--- src/rtl/sdram_arb_pkg.sv ---
// Shared types and defaults for the two-port SDRAM request arbiter.
package sdram_arb_pkg;

  localparam int AW_DEF      = 16;
  localparam int DW_DEF      = 16;
  localparam int BW_DEF      = 10;
  localparam int TIMEOUT_DEF = 255;

  // Port indices: port 0 is the UART debug MCU, port 1 the user datapath.
  localparam logic P0 = 1'b0;
  localparam logic P1 = 1'b1;

  typedef enum logic [1:0] {
    IDLE = 2'd0,
    XFER = 2'd1,
    DONE = 2'd2
  } state_t;

endpackage

--- src/rtl/sdram_port_arb_if.sv ---
// Bundle of client-port and SDRAM-controller signals around the arbiter.
// master = the arbiter's view, slave = clients plus controller.
interface sdram_port_arb_if #(
  parameter int AW = 16,
  parameter int DW = 16,
  parameter int BW = 10
);
  logic          m0_req, m0_we, m0_wack, m0_rvalid, m0_done, m0_err;
  logic [AW-1:0] m0_addr;
  logic [BW-1:0] m0_burst;
  logic [DW-1:0] m0_wdata, m0_rdata;

  logic          m1_req, m1_we, m1_wack, m1_rvalid, m1_done, m1_err;
  logic [AW-1:0] m1_addr;
  logic [BW-1:0] m1_burst;
  logic [DW-1:0] m1_wdata, m1_rdata;

  logic          sdram_wr_req, sdram_rd_req, sdram_wr_ack, sdram_rd_ack;
  logic [AW-1:0] sdram_wr_addr, sdram_rd_addr;
  logic [BW-1:0] sdram_wr_burst, sdram_rd_burst;
  logic [DW-1:0] sdram_din, sdram_dout;

  modport master (
    input  m0_req, m0_we, m0_addr, m0_burst, m0_wdata,
    output m0_wack, m0_rdata, m0_rvalid, m0_done, m0_err,
    input  m1_req, m1_we, m1_addr, m1_burst, m1_wdata,
    output m1_wack, m1_rdata, m1_rvalid, m1_done, m1_err,
    output sdram_wr_req, sdram_rd_req, sdram_wr_addr, sdram_rd_addr,
    output sdram_wr_burst, sdram_rd_burst, sdram_din,
    input  sdram_wr_ack, sdram_rd_ack, sdram_dout
  );

  modport slave (
    output m0_req, m0_we, m0_addr, m0_burst, m0_wdata,
    input  m0_wack, m0_rdata, m0_rvalid, m0_done, m0_err,
    output m1_req, m1_we, m1_addr, m1_burst, m1_wdata,
    input  m1_wack, m1_rdata, m1_rvalid, m1_done, m1_err,
    input  sdram_wr_req, sdram_rd_req, sdram_wr_addr, sdram_rd_addr,
    input  sdram_wr_burst, sdram_rd_burst, sdram_din,
    output sdram_wr_ack, sdram_rd_ack, sdram_dout
  );
endinterface

--- src/rtl/sdram_arb_rr.sv ---
// Two-request round-robin pick: on a tie the port that did not win last goes.
module sdram_arb_rr
  import sdram_arb_pkg::*;
(
  input  logic [1:0] req,
  input  logic       last_grant,
  output logic       gnt_vld,
  output logic       gnt_idx
);

  // Lone requester wins outright; a tie goes to the other port.
  always_comb begin
    gnt_vld = |req;
    gnt_idx = P0;
    if (req == 2'b11)  gnt_idx = ~last_grant;
    else if (req[1])   gnt_idx = P1;
  end

endmodule

--- src/rtl/sdram_port_arb.sv ---
// Two-port burst arbiter/sequencer in front of a single SDRAM controller.
// Grants one whole burst at a time, counts per-word acks, returns strobes,
// read data and a done pulse per port.
// Optional: define SDRAM_ARB_TIMEOUT_EN for an ack watchdog that aborts a
// stalled burst (done with err); otherwise the burst waits forever, err=0.
module sdram_port_arb
  import sdram_arb_pkg::*;
#(
  parameter int AW      = AW_DEF,
  parameter int DW      = DW_DEF,
  parameter int BW      = BW_DEF,
  parameter int TIMEOUT = TIMEOUT_DEF
) (
  input logic              sys_clk,
  input logic              sys_rst_n,
  sdram_port_arb_if.master bus
);

  state_t state_q, state_d;

  logic [1:0]         req, req_m, we;
  logic [1:0][AW-1:0] addr;
  logic [1:0][BW-1:0] burst;
  logic [1:0][DW-1:0] wdata;

  logic               pick_vld, pick_idx;
  logic               grant, ack_hit, last_word, abort, tmo;

  logic               gnt_q, we_q, last_grant_q;
  logic [BW-1:0]      cnt_q, burst_q;
  logic               wr_req_q, rd_req_q;
  logic [AW-1:0]      wr_addr_q, rd_addr_q;
  logic [BW-1:0]      wr_burst_q, rd_burst_q;
  logic [1:0]         wack_q, rvalid_q, done_q, err_q;
  logic [1:0][DW-1:0] rdata_q;

  assign req   = {bus.m1_req,   bus.m0_req};
  assign we    = {bus.m1_we,    bus.m0_we};
  assign addr  = {bus.m1_addr,  bus.m0_addr};
  assign burst = {bus.m1_burst, bus.m0_burst};
  assign wdata = {bus.m1_wdata, bus.m0_wdata};

  // A port whose done pulse is out is still holding req; keep it from re-winning.
  assign req_m = req & ~done_q;

  sdram_arb_rr u_rr (
    .req        (req_m),
    .last_grant (last_grant_q),
    .gnt_vld    (pick_vld),
    .gnt_idx    (pick_idx)
  );

  // State register.
  always_ff @(posedge sys_clk or negedge sys_rst_n) begin
    if (!sys_rst_n) state_q <= IDLE;
    else            state_q <= state_d;
  end

  // Next state plus the per-cycle grant/ack/finish decisions.
  always_comb begin
    state_d   = state_q;
    grant     = 1'b0;
    ack_hit   = 1'b0;
    last_word = 1'b0;
    abort     = 1'b0;
    case (state_q)
      IDLE: if (pick_vld) begin
        grant   = 1'b1;
        state_d = (burst[pick_idx] == '0) ? DONE : XFER;
      end
      XFER: begin
        ack_hit   = we_q ? bus.sdram_wr_ack : bus.sdram_rd_ack;
        last_word = ack_hit && (cnt_q == burst_q - BW'(1));
        abort     = tmo && !ack_hit;
        if (last_word || abort) state_d = DONE;
      end
      DONE:    state_d = IDLE;
      default: state_d = IDLE;
    endcase
  end

  // Grant capture, word counting, controller requests and client strobes.
  always_ff @(posedge sys_clk or negedge sys_rst_n) begin
    if (!sys_rst_n) begin
      gnt_q        <= P0;
      we_q         <= 1'b0;
      last_grant_q <= P1;
      cnt_q        <= '0;
      burst_q      <= '0;
      wr_req_q     <= 1'b0;
      rd_req_q     <= 1'b0;
      wr_addr_q    <= '0;
      rd_addr_q    <= '0;
      wr_burst_q   <= '0;
      rd_burst_q   <= '0;
      wack_q       <= '0;
      rvalid_q     <= '0;
      rdata_q      <= '0;
      done_q       <= '0;
    end else begin
      wack_q   <= '0;
      rvalid_q <= '0;
      rdata_q  <= '0;
      done_q   <= '0;
      if (grant) begin
        gnt_q   <= pick_idx;
        we_q    <= we[pick_idx];
        burst_q <= burst[pick_idx];
        cnt_q   <= '0;
        if (we[pick_idx]) begin
          wr_addr_q  <= addr[pick_idx];
          wr_burst_q <= burst[pick_idx];
          wr_req_q   <= (burst[pick_idx] != '0);
        end else begin
          rd_addr_q  <= addr[pick_idx];
          rd_burst_q <= burst[pick_idx];
          rd_req_q   <= (burst[pick_idx] != '0);
        end
      end
      if (ack_hit) begin
        cnt_q <= cnt_q + BW'(1);
        if (we_q) begin
          wack_q[gnt_q] <= 1'b1;
        end else begin
          rvalid_q[gnt_q] <= 1'b1;
          rdata_q[gnt_q]  <= bus.sdram_dout;
        end
      end
      if (last_word || abort) begin
        wr_req_q <= 1'b0;
        rd_req_q <= 1'b0;
      end
      if (state_q == DONE) begin
        done_q[gnt_q] <= 1'b1;
        last_grant_q  <= gnt_q;
      end
    end
  end

`ifdef SDRAM_ARB_TIMEOUT_EN
  // Fires on the edge the idle count would reach TIMEOUT.
  localparam logic [7:0] TO_LIM = 8'(TIMEOUT - 1);
  logic [7:0] wdog_q;
  logic       abort_q;

  assign tmo = (wdog_q == TO_LIM);

  // Watchdog: restarts on grant and every honoured ack, runs only in XFER.
  always_ff @(posedge sys_clk or negedge sys_rst_n) begin
    if (!sys_rst_n) begin
      wdog_q  <= '0;
      abort_q <= 1'b0;
      err_q   <= '0;
    end else begin
      err_q <= '0;
      if (grant)                 abort_q <= 1'b0;
      if (abort)                 abort_q <= 1'b1;
      if (state_q != XFER || ack_hit) wdog_q <= '0;
      else                       wdog_q <= wdog_q + 8'd1;
      if (state_q == DONE)       err_q[gnt_q] <= abort_q;
    end
  end
`else
  assign tmo   = 1'b0;
  assign err_q = '0;
`endif

  assign bus.sdram_wr_req   = wr_req_q;
  assign bus.sdram_rd_req   = rd_req_q;
  assign bus.sdram_wr_addr  = wr_addr_q;
  assign bus.sdram_rd_addr  = rd_addr_q;
  assign bus.sdram_wr_burst = wr_burst_q;
  assign bus.sdram_rd_burst = rd_burst_q;
  assign bus.sdram_din      = wdata[gnt_q];

  assign bus.m0_wack   = wack_q[0];
  assign bus.m0_rvalid = rvalid_q[0];
  assign bus.m0_rdata  = rdata_q[0];
  assign bus.m0_done   = done_q[0];
  assign bus.m0_err    = err_q[0];
  assign bus.m1_wack   = wack_q[1];
  assign bus.m1_rvalid = rvalid_q[1];
  assign bus.m1_rdata  = rdata_q[1];
  assign bus.m1_done   = done_q[1];
  assign bus.m1_err    = err_q[1];

endmodule
--- src/flat_wrapper.sv ---
// flat-port wrapper written by rule: the top's interface ports become plain ports
module sdram_port_arb_flat import sdram_arb_pkg::*;
#(
  parameter int AW      = AW_DEF,
  parameter int DW      = DW_DEF,
  parameter int BW      = BW_DEF,
  parameter int TIMEOUT = TIMEOUT_DEF
)
  (sys_clk, sys_rst_n, bus_m0_req, bus_m0_we, bus_m0_addr, bus_m0_burst, bus_m0_wdata, bus_m0_wack, bus_m0_rdata, bus_m0_rvalid, bus_m0_done, bus_m0_err, bus_m1_req, bus_m1_we, bus_m1_addr, bus_m1_burst, bus_m1_wdata, bus_m1_wack, bus_m1_rdata, bus_m1_rvalid, bus_m1_done, bus_m1_err, bus_sdram_wr_req, bus_sdram_rd_req, bus_sdram_wr_addr, bus_sdram_rd_addr, bus_sdram_wr_burst, bus_sdram_rd_burst, bus_sdram_din, bus_sdram_wr_ack, bus_sdram_rd_ack, bus_sdram_dout);
  sdram_port_arb_if #(.AW(AW), .DW(DW), .BW(BW)) bus_i ();
  input logic sys_clk;
  input logic sys_rst_n;
  input wire logic [$bits(bus_i.m0_req)-1:0] bus_m0_req;
  input wire logic [$bits(bus_i.m0_we)-1:0] bus_m0_we;
  input wire logic [$bits(bus_i.m0_addr)-1:0] bus_m0_addr;
  input wire logic [$bits(bus_i.m0_burst)-1:0] bus_m0_burst;
  input wire logic [$bits(bus_i.m0_wdata)-1:0] bus_m0_wdata;
  output wire logic [$bits(bus_i.m0_wack)-1:0] bus_m0_wack;
  output wire logic [$bits(bus_i.m0_rdata)-1:0] bus_m0_rdata;
  output wire logic [$bits(bus_i.m0_rvalid)-1:0] bus_m0_rvalid;
  output wire logic [$bits(bus_i.m0_done)-1:0] bus_m0_done;
  output wire logic [$bits(bus_i.m0_err)-1:0] bus_m0_err;
  input wire logic [$bits(bus_i.m1_req)-1:0] bus_m1_req;
  input wire logic [$bits(bus_i.m1_we)-1:0] bus_m1_we;
  input wire logic [$bits(bus_i.m1_addr)-1:0] bus_m1_addr;
  input wire logic [$bits(bus_i.m1_burst)-1:0] bus_m1_burst;
  input wire logic [$bits(bus_i.m1_wdata)-1:0] bus_m1_wdata;
  output wire logic [$bits(bus_i.m1_wack)-1:0] bus_m1_wack;
  output wire logic [$bits(bus_i.m1_rdata)-1:0] bus_m1_rdata;
  output wire logic [$bits(bus_i.m1_rvalid)-1:0] bus_m1_rvalid;
  output wire logic [$bits(bus_i.m1_done)-1:0] bus_m1_done;
  output wire logic [$bits(bus_i.m1_err)-1:0] bus_m1_err;
  output wire logic [$bits(bus_i.sdram_wr_req)-1:0] bus_sdram_wr_req;
  output wire logic [$bits(bus_i.sdram_rd_req)-1:0] bus_sdram_rd_req;
  output wire logic [$bits(bus_i.sdram_wr_addr)-1:0] bus_sdram_wr_addr;
  output wire logic [$bits(bus_i.sdram_rd_addr)-1:0] bus_sdram_rd_addr;
  output wire logic [$bits(bus_i.sdram_wr_burst)-1:0] bus_sdram_wr_burst;
  output wire logic [$bits(bus_i.sdram_rd_burst)-1:0] bus_sdram_rd_burst;
  output wire logic [$bits(bus_i.sdram_din)-1:0] bus_sdram_din;
  input wire logic [$bits(bus_i.sdram_wr_ack)-1:0] bus_sdram_wr_ack;
  input wire logic [$bits(bus_i.sdram_rd_ack)-1:0] bus_sdram_rd_ack;
  input wire logic [$bits(bus_i.sdram_dout)-1:0] bus_sdram_dout;
  assign bus_i.m0_req = bus_m0_req;
  assign bus_i.m0_we = bus_m0_we;
  assign bus_i.m0_addr = bus_m0_addr;
  assign bus_i.m0_burst = bus_m0_burst;
  assign bus_i.m0_wdata = bus_m0_wdata;
  assign bus_m0_wack = bus_i.m0_wack;
  assign bus_m0_rdata = bus_i.m0_rdata;
  assign bus_m0_rvalid = bus_i.m0_rvalid;
  assign bus_m0_done = bus_i.m0_done;
  assign bus_m0_err = bus_i.m0_err;
  assign bus_i.m1_req = bus_m1_req;
  assign bus_i.m1_we = bus_m1_we;
  assign bus_i.m1_addr = bus_m1_addr;
  assign bus_i.m1_burst = bus_m1_burst;
  assign bus_i.m1_wdata = bus_m1_wdata;
  assign bus_m1_wack = bus_i.m1_wack;
  assign bus_m1_rdata = bus_i.m1_rdata;
  assign bus_m1_rvalid = bus_i.m1_rvalid;
  assign bus_m1_done = bus_i.m1_done;
  assign bus_m1_err = bus_i.m1_err;
  assign bus_sdram_wr_req = bus_i.sdram_wr_req;
  assign bus_sdram_rd_req = bus_i.sdram_rd_req;
  assign bus_sdram_wr_addr = bus_i.sdram_wr_addr;
  assign bus_sdram_rd_addr = bus_i.sdram_rd_addr;
  assign bus_sdram_wr_burst = bus_i.sdram_wr_burst;
  assign bus_sdram_rd_burst = bus_i.sdram_rd_burst;
  assign bus_sdram_din = bus_i.sdram_din;
  assign bus_i.sdram_wr_ack = bus_sdram_wr_ack;
  assign bus_i.sdram_rd_ack = bus_sdram_rd_ack;
  assign bus_i.sdram_dout = bus_sdram_dout;
  sdram_port_arb #(.AW(AW), .DW(DW), .BW(BW), .TIMEOUT(TIMEOUT)) u_core (.sys_clk(sys_clk), .sys_rst_n(sys_rst_n), .bus(bus_i));
endmodule
--- config.mk ---
export PLATFORM = sky130hd
export DESIGN_NAME = sdram_port_arb_flat
export DESIGN_NICKNAME = d
export VERILOG_FILES = /design/src/rtl/sdram_arb_pkg.sv /design/src/rtl/sdram_port_arb_if.sv /design/src/rtl/sdram_arb_rr.sv /design/src/rtl/sdram_port_arb.sv /design/src/flat_wrapper.sv
export SDC_FILE = /design/constraint.sdc
export NUM_CORES = 1
export LEC_CHECK = 0
export ABC_AREA = 1
export CAP_MARGIN = 10
export CORE_AREA = 2 2 132 134
export CTS_CLUSTER_SIZE = 30
export DETAILED_ROUTE_END_ITERATION = 12
export DIE_AREA = 0 0 134 136
export PLACE_DENSITY = 0.68
export SYNTH_ARGS = -nofsm -noshare
export SYNTH_HDL_FRONTEND = slang
export SYNTH_SLANG_ARGS = --single-unit
--- constraint.sdc ---
create_clock -name sys_clk -period 3.21 [get_ports sys_clk]
set_input_delay 0.642 -clock sys_clk [delete_from_list [all_inputs] [get_ports sys_clk]]
set_output_delay 0.642 -clock sys_clk [all_outputs]
set_load 0.005 [all_outputs]
==> results.toml <==
[run_status]
outcome = "complete, no violations"

[floorplanning]
dieArea_um2 = 18200
ios = 218
num_rows = 48
start_util_pct = 31.4
coreArea_um2 = 16900
die_w_um = 134
die_y_um = 136

[global_routing]
grt_pass1_wl_um = 24500
grt.total_usage_pct = 17.0
grt_max_degree = 73
antenna_found_initial = 0
first_global_vias = 4900
gr-total-overflow = 0

[drt]
met1_length_um = 6500
drt_wl_total_um = 15000
viasPerCell = 4.39
wl_met3_um = 1030
post-route-drc-count = 0
drt_iter0_markers = 192
maxUsedRoutingLayer = "met4"
vias = 5009
avgRoutedWirePerCell_um = 13.2
met2WireLength_um = 7120
drtPass1Iterations = 4
ant_nets = 0

[clock_network]
htreeDepth = 4
postCtsHoldBufs = 0
cts_tree = "built"
insertion_delay_ns = 0.41
cts_max_path_buffers = 2
cts-root-buf = "clkbuf_16"
post_cts_resized = 0
cts_buffers = 17
cts_num_sinks = 117
clkTransAtPathRegs_ns = 0.05
post-cts-setup-buffers = 0

[power]
pwr-share-seq_pct = 34.4
power_switching_share_pct = 31.9
irDropWorstVdd_mv = 0.410
clock_power_share_pct = 27.8
comb_power_share_pct = 37.8
p_int_uw = 4580
p_leak_uw = 0.00415
p_per_area_nw_per_um2 = 815
p_switching_uw = 2150

[sta]
slew_headroom_pct = 59.1
period_needed_ns = 2.53
tightest_slew_ns = 0.613
rsz0062_at_grt = "no"
drv_slew = 0
fin_tns_setup_ns = 0
fmax_ghz = 0.395
finalClockSkew_ns = 0.00743
hold_viol = 0
fin_crit_sh_pct = 78.8
finalSetupViolations = 0

[layout]
num-fill-cells = 1597
nNetsFinal = 1014
antenna_cells = 0
drive_gt1_share_pct = 5.25
syn_to_final_growth_pct = 56.0
regArea_um2 = 2930
finish.instance_area_um2 = 8260
multi_input_area_um2 = 1980
mostFrequentLayoutCell = "nand2_1"
layout_common_cells = "nand2_1, clkdlybuf4s50_1, dfrtp_1"

[synth]
synth_edf_count = 0
synthArstFlopShare_pct = 100
syn-cell-area_um2 = 5290
ys_seq_area_share_pct = 55.3
synthFlopType = "dfrtp_1"
synth.avg_cell_area_um2 = 7.74
synth_top_cell_area_share_pct = 54.8
ys_types = 35
syn_inst = 684
netlist.top_cell.by_area = "dfrtp_1"
ys_ff_latch = 117
yosys_warnings = 0
synth.area.top_cells = "dfrtp_1, nand2_1, nor2_1, inv_1, o21ai_1"

[critical_path]
timing.critical_path.max_delay_family = "buffers and inverters"
crit_path_max_fanout = 17
crit_type = "flip-flop to primary output"
crit_path_max_incr_delay_ns = 0.49
crit_buf_inv = 2
required_ns = 2.57
cp_common_cell = "nand2_1"
arrival_ns = 1.89
start_kind = "flip-flop"
endpoint_kind = "primary output"
crit_chain = "inv_1 -> nand2_1 -> nand2_1 -> clkdlybuf4s50_1"
critPathSlowestCell = "clkdlybuf4s50_1"

[placed_design]
io_buffers = 215
gp_congestion = 0.856
dpl_cell_area_um2 = 7680
hpwlAfterDp_um = 11000

[run]
cap_violations = 0

[hold_path]
hold_class = "input pin to asynchronous set/reset pin"
## worst reg2reg max path, stage by stage, from the launching register on
cell     delay (ns)
dfstp_2        0.54
nand3_2        0.13
nand2_4        0.25
inv_4          0.17
or2_1          0.25
o21ai_2        0.10
nand2_4        0.26
inv_2          0.36
nand2_1        0.09
nand2_1        0.08
## per-stage QoR
step	util (%)	power [µW]	std cells	hold slack [ns]	setup WS, ns
floorplan	-	3380	685	0.346	1.41
global placement	45.5	4860	1110	0.463	0.370
detailed placement	45.5	4890	1110	0.468	0.299
CTS	48.9	6800	1140	0.255	0.641
global route	48.9	7200	1140	0.285	0.500
finish	48.9	6730	1140	0.249	0.681
## metal layers
layer	vias up	GRT usage [%]
met1	2310	21.4
met4	0	7.21
met5	-	0
met2	155	27.3
met3	24	5.22
li1	2520	-
## power by group through the flow
stage	Clock [µW]	Sequential, µW	Combinational [µW]
6_report	1870	2320	2540
5_1_grt	1970	2390	2840
4_1_cts	1900	2320	2580
3_5_place_dp	0	2330	2570
3_3_place_gp	0	2330	2530
2_1_floorplan	0	2320	1060
## flip-flops by register name, summed over array words and instances, names as in the netlist
name,cells
u_core.we_q,1
u_core.bus.m0_rdata,16
u_core.bus.sdram_wr_addr,16
u_core.bus.sdram_rd_req,1
u_core.last_grant_q,1
u_core.bus.m1_rdata,16
u_core.burst_q,10
u_core.cnt_q,10
u_core.gnt_q,1
u_core.rvalid_q,2
u_core.bus.sdram_wr_burst,10
u_core.bus.sdram_wr_req,1
u_core.bus.sdram_rd_addr,16
u_core.state_q,2
u_core.bus.sdram_rd_burst,10
u_core.done_q,2
u_core.wack_q,2
## cells in the mapped netlist, types with 2 or more instances
cell type / count
o21ai_1: 21
nor2_1: 62
dfrtp_1: 116
ha_1: 2
buf_4: 3
nand3_1: 16
o21ai_0: 18
o22ai_1: 2
buf_2: 6
clkbuf_1: 8
buf_6: 4
nand2_1: 326
a21oi_1: 8
inv_1: 61
nor3_1: 4
nand2_4: 2
buf_1: 2
nand4_1: 2
inv_2: 3
nand3b_1: 3
## cell type report
cell class	instances	share of cell area [%]
Multi-Input combinational cell	479	24.0
Sequential cell	117	35.5
Clock buffer	20	5.41
Inverter	66	3.03
Tap cell	225	3.41
Timing Repair Buffer	223	27.1
Clock inverter	10	1.61
## cells by family after synthesis
kind of cell | share of synthesized area (%)
xor+xnor | 0.331
fa+ha+maj | 0.473
other cells | 0.0708
flops | 55.3
buf+inv | 7.28
simple gates | 31.2
compound gates | 5.27
## worst paths after layout
path	end	cells after the start	slack (ns)	start
worst max-delay path	bus_sdram_din[12]	4	0.68	u_core.gnt_q$_DFFE_PN0P_
worst max register to register	u_core.bus.sdram_rd_burst[4]$_DFFE_PN0P_	9	0.93	u_core.last_grant_q$_DFFE_PN1N_
worst min-delay path	u_core.bus.sdram_wr_addr[0]$_DFFE_PN0P_	1	0.25	sys_rst_n
min in group sys_clk	u_core.bus.sdram_wr_addr[13]$_DFFE_PN0P_	2	0.48	u_core.bus.sdram_wr_addr[13]$_DFFE_PN0P_
worst min register to register	u_core.bus.sdram_wr_addr[13]$_DFFE_PN0P_	2	0.48	u_core.bus.sdram_wr_addr[13]$_DFFE_PN0P_
max in group asynchronous	u_core.last_grant_q$_DFFE_PN1N_	2	2.14	sys_rst_n
Power figures use the tool's default switching activity.
